[src/rtl/prio_enc_rr.sv]
// prio_enc_rr: pending-latched priority encoder, fixed or round-robin grant, registered valid/ready output; PRIO_ENC_DROP_CNT_EN adds a collision counter
module prio_enc_rr #(
  parameter int N = 8,
  localparam int IDX_W = $clog2(N)
) (
  input  logic             clk,
  input  logic             rst,
  input  logic [N-1:0]     req_in,
  input  logic             mode,
  input  logic             out_ready,
  output logic             out_valid,
  output logic [IDX_W-1:0] out_idx,
  output logic [N-1:0]     out_onehot,
  output logic [N-1:0]     pending,
  output logic [7:0]       drop_cnt
);
  logic [N-1:0] pending_q, pending_d, cand, sel_oh, onehot_q, onehot_d;
  logic [IDX_W-1:0] sel, fix_sel, rr_sel, rr_ptr_q, rr_ptr_d, idx_q, idx_d;
  logic valid_q, valid_d, load;
  assign cand = pending_q | req_in;
  always_comb begin
    fix_sel = '0;
    for (int i = 0; i < N; i++) fix_sel = cand[i] ? IDX_W'(i) : fix_sel;
  end
  // later iterations overwrite earlier ones, so the slot just below rr_ptr wins and rr_ptr itself is checked last
  always_comb begin
    rr_sel = '0;
    for (int k = N; k >= 1; k--) begin
      logic [IDX_W-1:0] j;
      j = IDX_W'((int'(rr_ptr_q) + N - k) % N);
      rr_sel = cand[j] ? j : rr_sel;
    end
  end
  assign sel    = mode ? rr_sel : fix_sel;
  assign sel_oh = N'(1) << sel;
  assign load   = (!valid_q || out_ready) && |cand;
  always_comb begin
    pending_d = load ? cand & ~sel_oh : cand;
    valid_d   = load || (valid_q && !out_ready);
    idx_d     = load ? sel : idx_q;
    onehot_d  = load ? sel_oh : (valid_d ? onehot_q : '0);
    rr_ptr_d  = (load && mode) ? sel : rr_ptr_q;
  end
  always_ff @(posedge clk or posedge rst) begin
    if (rst) begin
      pending_q <= '0;
      valid_q   <= 1'b0;
      idx_q     <= '0;
      onehot_q  <= '0;
      rr_ptr_q  <= '0;
    end else begin
      pending_q <= pending_d;
      valid_q   <= valid_d;
      idx_q     <= idx_d;
      onehot_q  <= onehot_d;
      rr_ptr_q  <= rr_ptr_d;
    end
  end
  assign out_valid  = valid_q;
  assign out_idx    = idx_q;
  assign out_onehot = onehot_q;
  assign pending    = pending_q;
`ifdef PRIO_ENC_DROP_CNT_EN
  logic [7:0] drop_q, drop_d;
  logic drop_hit;
  assign drop_hit = |(req_in & pending_q & ~(load ? sel_oh : '0));
  assign drop_d   = (drop_hit && drop_q != 8'hFF) ? drop_q + 8'd1 : drop_q;
  always_ff @(posedge clk or posedge rst) begin
    if (rst) drop_q <= '0;
    else drop_q <= drop_d;
  end
  assign drop_cnt = drop_q;
`else
  assign drop_cnt = '0;
`endif
endmodule

[config.mk]
export PLATFORM = sky130hd
export DESIGN_NAME = prio_enc_rr
export DESIGN_NICKNAME = d
export VERILOG_FILES = /design/src/rtl/prio_enc_rr.sv
export SDC_FILE = /design/constraint.sdc
export NUM_CORES = 1
export LEC_CHECK = 0
export ABC_AREA = 1
export CAP_MARGIN = 20
export CORE_ASPECT_RATIO = 0.5
export CORE_MARGIN = 5
export CORE_UTILIZATION = 40
export CTS_CLUSTER_DIAMETER = 50
export DETAILED_ROUTE_END_ITERATION = 6
export GPL_TIMING_DRIVEN = 1
export PLACE_DENSITY_LB_ADDON = 0.08
export SLEW_MARGIN = 15
export SYNTH_ARGS = -nofsm -noshare
export SYNTH_HDL_FRONTEND = slang
export SYNTH_SLANG_ARGS = --single-unit
[constraint.sdc]
create_clock -name clk -period 3.1 [get_ports clk]
set_clock_uncertainty 0.1 [all_clocks]
set_input_delay 0.62 -clock clk [delete_from_list [all_inputs] [get_ports clk]]
set_output_delay 0.62 -clock clk [all_outputs]
set_load 0.02 [all_outputs]
==> results.yml, run 1 <==
drt:
  drcViolationCount: 0
  drt-total-wl_um: 4420
  drt_iter0_drc: 65
  vias: 1680
  wl_per_cell_um: 12.5
  avgViaCountPerCell: 4.76
  dr.pass1.iters: 4
  antenna_left: 0
placed_design:
  dp_slack_ns: 0.163
  io_buffer_count: 31
  dp_hpwl_um: 3560
  place.gp.congestion: 0.948
timing:
  final.setup.worst_slack_ns: 0.426
  worstMarginPinSlew_ns: 0.900
  min_period_ns: 2.67
  holdWs_ns: 0.394
  setup_viol: 0
  finalSetupTns_ns: 0
  rsz0062_at_grt: "no"
  hold_viol: 0
  post-route-period-util_pct: 86.2
  fmax_ghz: 0.374
  slew_headroom_pct: 39.9
  drv_slew: 0
floorplanning:
  initial_utilization_pct: 41.0
  core-area_um2: 4340
  die_h_um: 57.2
  dieWidth_um: 104
  die_area_um2: 5960
  row_count: 17
  io_pins: 40
critical_path:
  end_kind: "flip-flop"
  arrival_ns: 2.74
  cp.required_ns: 3.16
  rr_startpoint: "rr_ptr_q[1]"
  startpoint_type: "primary input"
  crit_type: "primary input to flip-flop"
  crit_fanout: 4
  r2r_setup_slack_ns: 0.50
  startpoint: "req_in[0]"
clock_tree:
  cts_buffer_depth: 2
  htreeDepth: 1
  cts-resized-gates: 0
  post_cts_buffers: 0
  clk_pin_slew_ns: 0.09
  cts-root-buf: "clkbuf_8"
  postCtsHoldBufs: 0
  cts_buffers: 3
  clkLatencyLatePin_ns: 0.27
  cts.sinks: 23
  cts_tree: "built"
synthesis:
  synth-warning-count: 0
  synthDistinctLibCells: 25
  ys_ff_latch: 23
  synth_cells: 256
  yosys.area.top_type_share_pct: 32.3
  ys_seq_area_share_pct: 32.3
  syn_area_um2: 1780
  avgSynthCellArea_um2: 6.95
  synth_area_leaders: "dfrtp_1 32%, nand2_1 19%, nor2_1 6.3%"
  synth_top_area_cell: "dfrtp_1"
run_status:
  status: "complete, no violations"
layout:
  syn2layout_area_growth_pct: 23.5
  antenna_cells: 0
  layout.nets: 311
  drive_gt1_share_pct: 16.2
  fill_cells: 457
global_routing:
  grt_pass1_wl_um: 7450
  busiest_layer: "met2"
  grt_max_degree: 24
  track_usage_pct: 15.0
  use_met1_pct: 22.3
  met2_usage_pct: 23.1
  gr-total-overflow: 0
  antenna_found_initial: 0
  grtUsageMet3_pct: 3.05
  grt_pass1_vias: 1608
job:
  drv_cap: 0
power:
  vdd.ir_drop.worst_mv: 0.521
  power.leakage_nw: 1.08
  power.density_nw_per_um2: 1080
worst_hold_path:
  hp-start: "out_idx[1]"
  hold_class: "flip-flop to flip-flop"
[critical path, stage by stage]
cell             delay, ns
clkdlybuf4s50_1       0.40
nor2_1                0.27
nand2_1               0.08
nand2_1               0.13
nand2_1               0.10
nand3_1               0.09
nand2_1               0.09
a21oi_1               0.13
nand3_1               0.09
nand2_1               0.06
nand2_1               0.05
nand2_1               0.07
nand2_2               0.07
a21oi_4               0.19
nand2_2               0.12
nor2_1                0.13
nor2_1                0.05
[registers in the layout, summed over array words and instances, names as in the netlist]
| signal | cells |
|---|---|
| out_idx | 3 |
| out_onehot | 8 |
| out_valid | 1 |
| pending | 8 |
| rr_ptr_q | 3 |
[final timing paths]
path,to,cells after the start
max,pending[2],17
min,out_idx[1],2
max reg2reg,pending[2],16
min reg2reg,out_idx[1],2
max in group asynchronous,rr_ptr_q[0],2
min in group asynchronous,out_idx[2],2
[where the power goes]
group / total (W) / switching [W] / internal [W]
Combinational: 0.00169 / 0.00105 / 0.000632
Sequential: 0.000483 / 0.0000814 / 0.000402
Clock: 0.000197 / 0.000106 / 0.0000910
Total: 0.00237 / 0.00124 / 0.00112
[cells in the final DEF, fill, tap and decap left out]
cell / n
a21oi_1: 9
a31oi_1: 2
xnor2_4: 1
nand2_4: 4
ha_1: 2
nor3_1: 3
clkdlybuf4s50_1: 31
clkinvlp_4: 1
nand3_2: 8
inv_6: 1
clkbuf_8: 3
nand2_2: 15
inv_1: 24
xor2_2: 2
o21ai_0: 7
inv_4: 1
nand2_1: 88
dfrtp_1: 23
o21ai_1: 8
nand3_1: 12
inv_2: 1
buf_4: 10
nor2_1: 30
a21oi_4: 1
nand4_1: 1
conb_1: 8
[metal layers]
| layer | vias up | part of all wire [%] |
|---|---|---|
| li1 | 862 | - |
| met1 | 770 | 52 |
| met2 | 46 | 43 |
| met3 | 2 | 5.2 |
| met4 | 0 | 0.23 |
| met5 | - | 0 |
[layout make-up]
type                    instances  area, µm²  area share (%)
clock buffers                   3       41.3            1.88
clock inverters                 1       7.51           0.342
inverters                      27        109            4.95
multi-input cells             201       1010            45.8
flip-flops and latches         23        576            26.2
well taps                      57       71.3            3.25
repair buffers                 41        385            17.5
[synthesized netlist by cell type]
library cell,count
a21oi_1,9
a21oi_4,1
a31oi_1,2
buf_12,1
buf_4,8
buf_6,3
conb_1,1
dfrtp_1,23
ha_1,2
inv_1,24
inv_2,1
inv_4,1
inv_6,1
nand2_1,88
nand2_2,15
nand2_4,4
nand3_1,12
nand3_2,8
nand4_1,1
nor2_1,30
nor3_1,3
o21ai_0,7
o21ai_1,8
xnor2_4,1
xor2_2,2
[logic make-up after synthesis]
family,share of synthesized area (%)
AND/OR/NAND/NOR,41.8
AO/OA/AOI/OAI,8.37
adder cells (fa/ha/maj),1.41
buffers and inverters,12.5
flip-flops,32.3
XOR/XNOR,3.38
other,0.211
[per-stage QoR]
step | utilization [%] | power [W] | instances | area, µm²
after floorplan | - | 0.00175 | 263 | 1810
after global placement | 49.5 | 0.00217 | 349 | 2150
after detailed placement | 49.5 | 0.00218 | 349 | 2150
after CTS | 50.6 | 0.00238 | 353 | 2200
after global routing | 50.6 | 0.00259 | 353 | 2200
final | 50.6 | 0.00237 | 353 | 2200
No activity file was read; power rests on OpenSTA's default activity.
==> run 2: changes to the inputs <==
==> constraint.sdc (replaced) <==
create_clock -name clk -period 3.1 [get_ports clk]
set_clock_uncertainty 0.1 [all_clocks]
set_input_delay 0.465 -clock clk [delete_from_list [all_inputs] [get_ports clk]]
set_output_delay 0.465 -clock clk [all_outputs]
set_load 0.02 [all_outputs]
==> results.yml, run 2 (same netlist as run 1, synthesis figures left out) <==
power:
  power.leakage_nw: 1.06
  switchingPower_w: 0.00122
  internal-power_w: 0.00111
  power.density_nw_per_um2: 1080
  p_comb_share_pct: 71.0
  vdd.ir_drop.worst_mv: 0.427
  pwr-share-seq_pct: 20.8
  p_clk_share_pct: 8.2
  p_sw_share_pct: 52.5
clock_tree:
  cts.sinks: 23
  postCtsHoldBufs: 0
  post_cts_buffers: 0
  htreeDepth: 1
  cts_tree: "built"
  clk_pin_slew_ns: 0.09
  clkLatencyLatePin_ns: 0.27
  cts-root-buf: "clkbuf_8"
  cts_buffer_depth: 2
  cts_buffers: 3
  cts-resized-gates: 0
timing:
  slew_headroom_pct: 41.9
  worstMarginPinSlew_ns: 0.871
  holdWs_ns: 0.394
  drv_slew: 0
  hold_viol: 0
  fmax_ghz: 0.383
  final.setup.worst_slack_ns: 0.491
  finalSetupTns_ns: 0
  post-route-period-util_pct: 84.2
  setup_viol: 0
  rsz0062_at_grt: "no"
  min_period_ns: 2.61
layout:
  layout.nets: 307
  final_common_cell: "nand2_1"
  antenna_cells: 0
  instances_no_fill: 349
  syn2layout_area_growth_pct: 21.8
  final_util_pct: 49.9
  layout_common_cells: "88 x nand2_1, 31 x clkdlybuf4s50_1, 30 x nor2_1"
  drive_gt1_share_pct: 15.1
global_routing:
  grt_pass1_wl_um: 7510
  antenna_found_initial: 0
  grt_max_degree: 24
  track_usage_pct: 14.9
  grt_pass1_vias: 1601
  busiest_layer: "met2"
  use_met1_pct: 21.1
  grtUsageMet3_pct: 3.50
  gr-total-overflow: 0
  met2_usage_pct: 24.0
critical_path:
  critPathMaxStageDelay_ns: 0.38
  startpoint: "rr_ptr_q[1]"
  path_buf_inv: 2
  crit_slowest_cell: "dfrtp_1"
  timing.critical_path.depth: 16
  crit_chain: "inv_1, ha_1, inv_1, nand2_1, nand3_2, nand2_1, a21oi_1, nand3_1, nand2_1, nand2_1, nand2_1, nand2_2, a21oi_4, nand2_2, nor2_1, nor2_1"
  crit_top_cell: "nand2_1"
  arrival_ns: 2.65
  end_kind: "flip-flop"
  startpoint_type: "flip-flop"
  crit_type: "flip-flop to flip-flop"
  r2r_cells: 16
  worstSetupEndpoint: "pending[2]"
  critical-path-top-delay-family: "simple AND/OR/NAND/NOR gates"
  cp.required_ns: 3.15
  rr_startpoint: "rr_ptr_q[1]"
  crit_fanout: 7
  r2r_end: "pending[2]"
  r2r_setup_slack_ns: 0.49
worst_hold_path:
  hp-start: "out_idx[1]"
  hold_class: "flip-flop to flip-flop"
drt:
  drcViolationCount: 0
  antenna_left: 0
  drt_iter0_drc: 74
  dr.pass1.iters: 4
  avgViaCountPerCell: 4.75
  drt-total-wl_um: 4360
  wl_per_cell_um: 12.5
  vias: 1658
floorplanning:
  dieWidth_um: 104
  die_area_um2: 5960
  io_pins: 40
  core-area_um2: 4340
  row_count: 17
  initial_utilization_pct: 41.0
  die_h_um: 57.2
run_status:
  status: "complete, no violations"
placed_design:
  place.gp.congestion: 0.956
  dp_hpwl_um: 3530
  io_buffer_count: 31
  placed_cells: 345
  dp_slack_ns: 0.300
job:
  drv_cap: 0
==> run 2: changes by cell type in the layout (fill, tap and decap cells not counted) <==
cell   before  now
buf_4      10    6
==> run 2: per-layer routing <==
metal / share of wire [%] / up-vias
met4: 0.18 / 0
met1: 51 / 773
li1: - / 850
met5: 0 / -
met3: 4.9 / 2
met2: 44 / 33
==> run 2: tightest hold or removal path, cell delays in order, from the launching register on <==
cell,delay (ns)
dfrtp_1,0.35
nand2_1,0.05
o21ai_0,0.06
==> run 2: worst min-delay path by stage <==
stage / end / cells past startpoint
2_1_floorplan: out_idx[0] / 1
3_3_place_gp: out_idx[0] / 2
3_5_place_dp: out_idx[1] / 2
4_1_cts: out_idx[1] / 2
5_1_grt: out_idx[1] / 2
6_report: out_idx[1] / 2
==> run 2: final cells by class <==
type,count,area [µm²]
well taps,57,71.3
multi-input cells,201,1010
flip-flops and latches,23,576
clock buffers,3,41.3
fillers,456,2170
repair buffers,37,355
inverters,27,109
clock inverters,1,7.51
==> run 2: metrics by stage <==
step	total power (W)	cell area (µm²)
floorplan	0.00175	1810
global placement	0.00215	2120
detailed placement	0.00215	2120
CTS	0.00235	2170
global route	0.00256	2170
finish	0.00233	2170
==> run 2: power by group through the flow <==
stage	Sequential (W)	Clock, W	Combinational, W
2_1_floorplan	0.000565	0	0.00119
4_1_cts	0.000485	0.000197	0.00166
3_3_place_gp	0.000488	0	0.00166
5_1_grt	0.000501	0.000210	0.00185
3_5_place_dp	0.000489	0	0.00166
6_report	0.000484	0.000191	0.00166
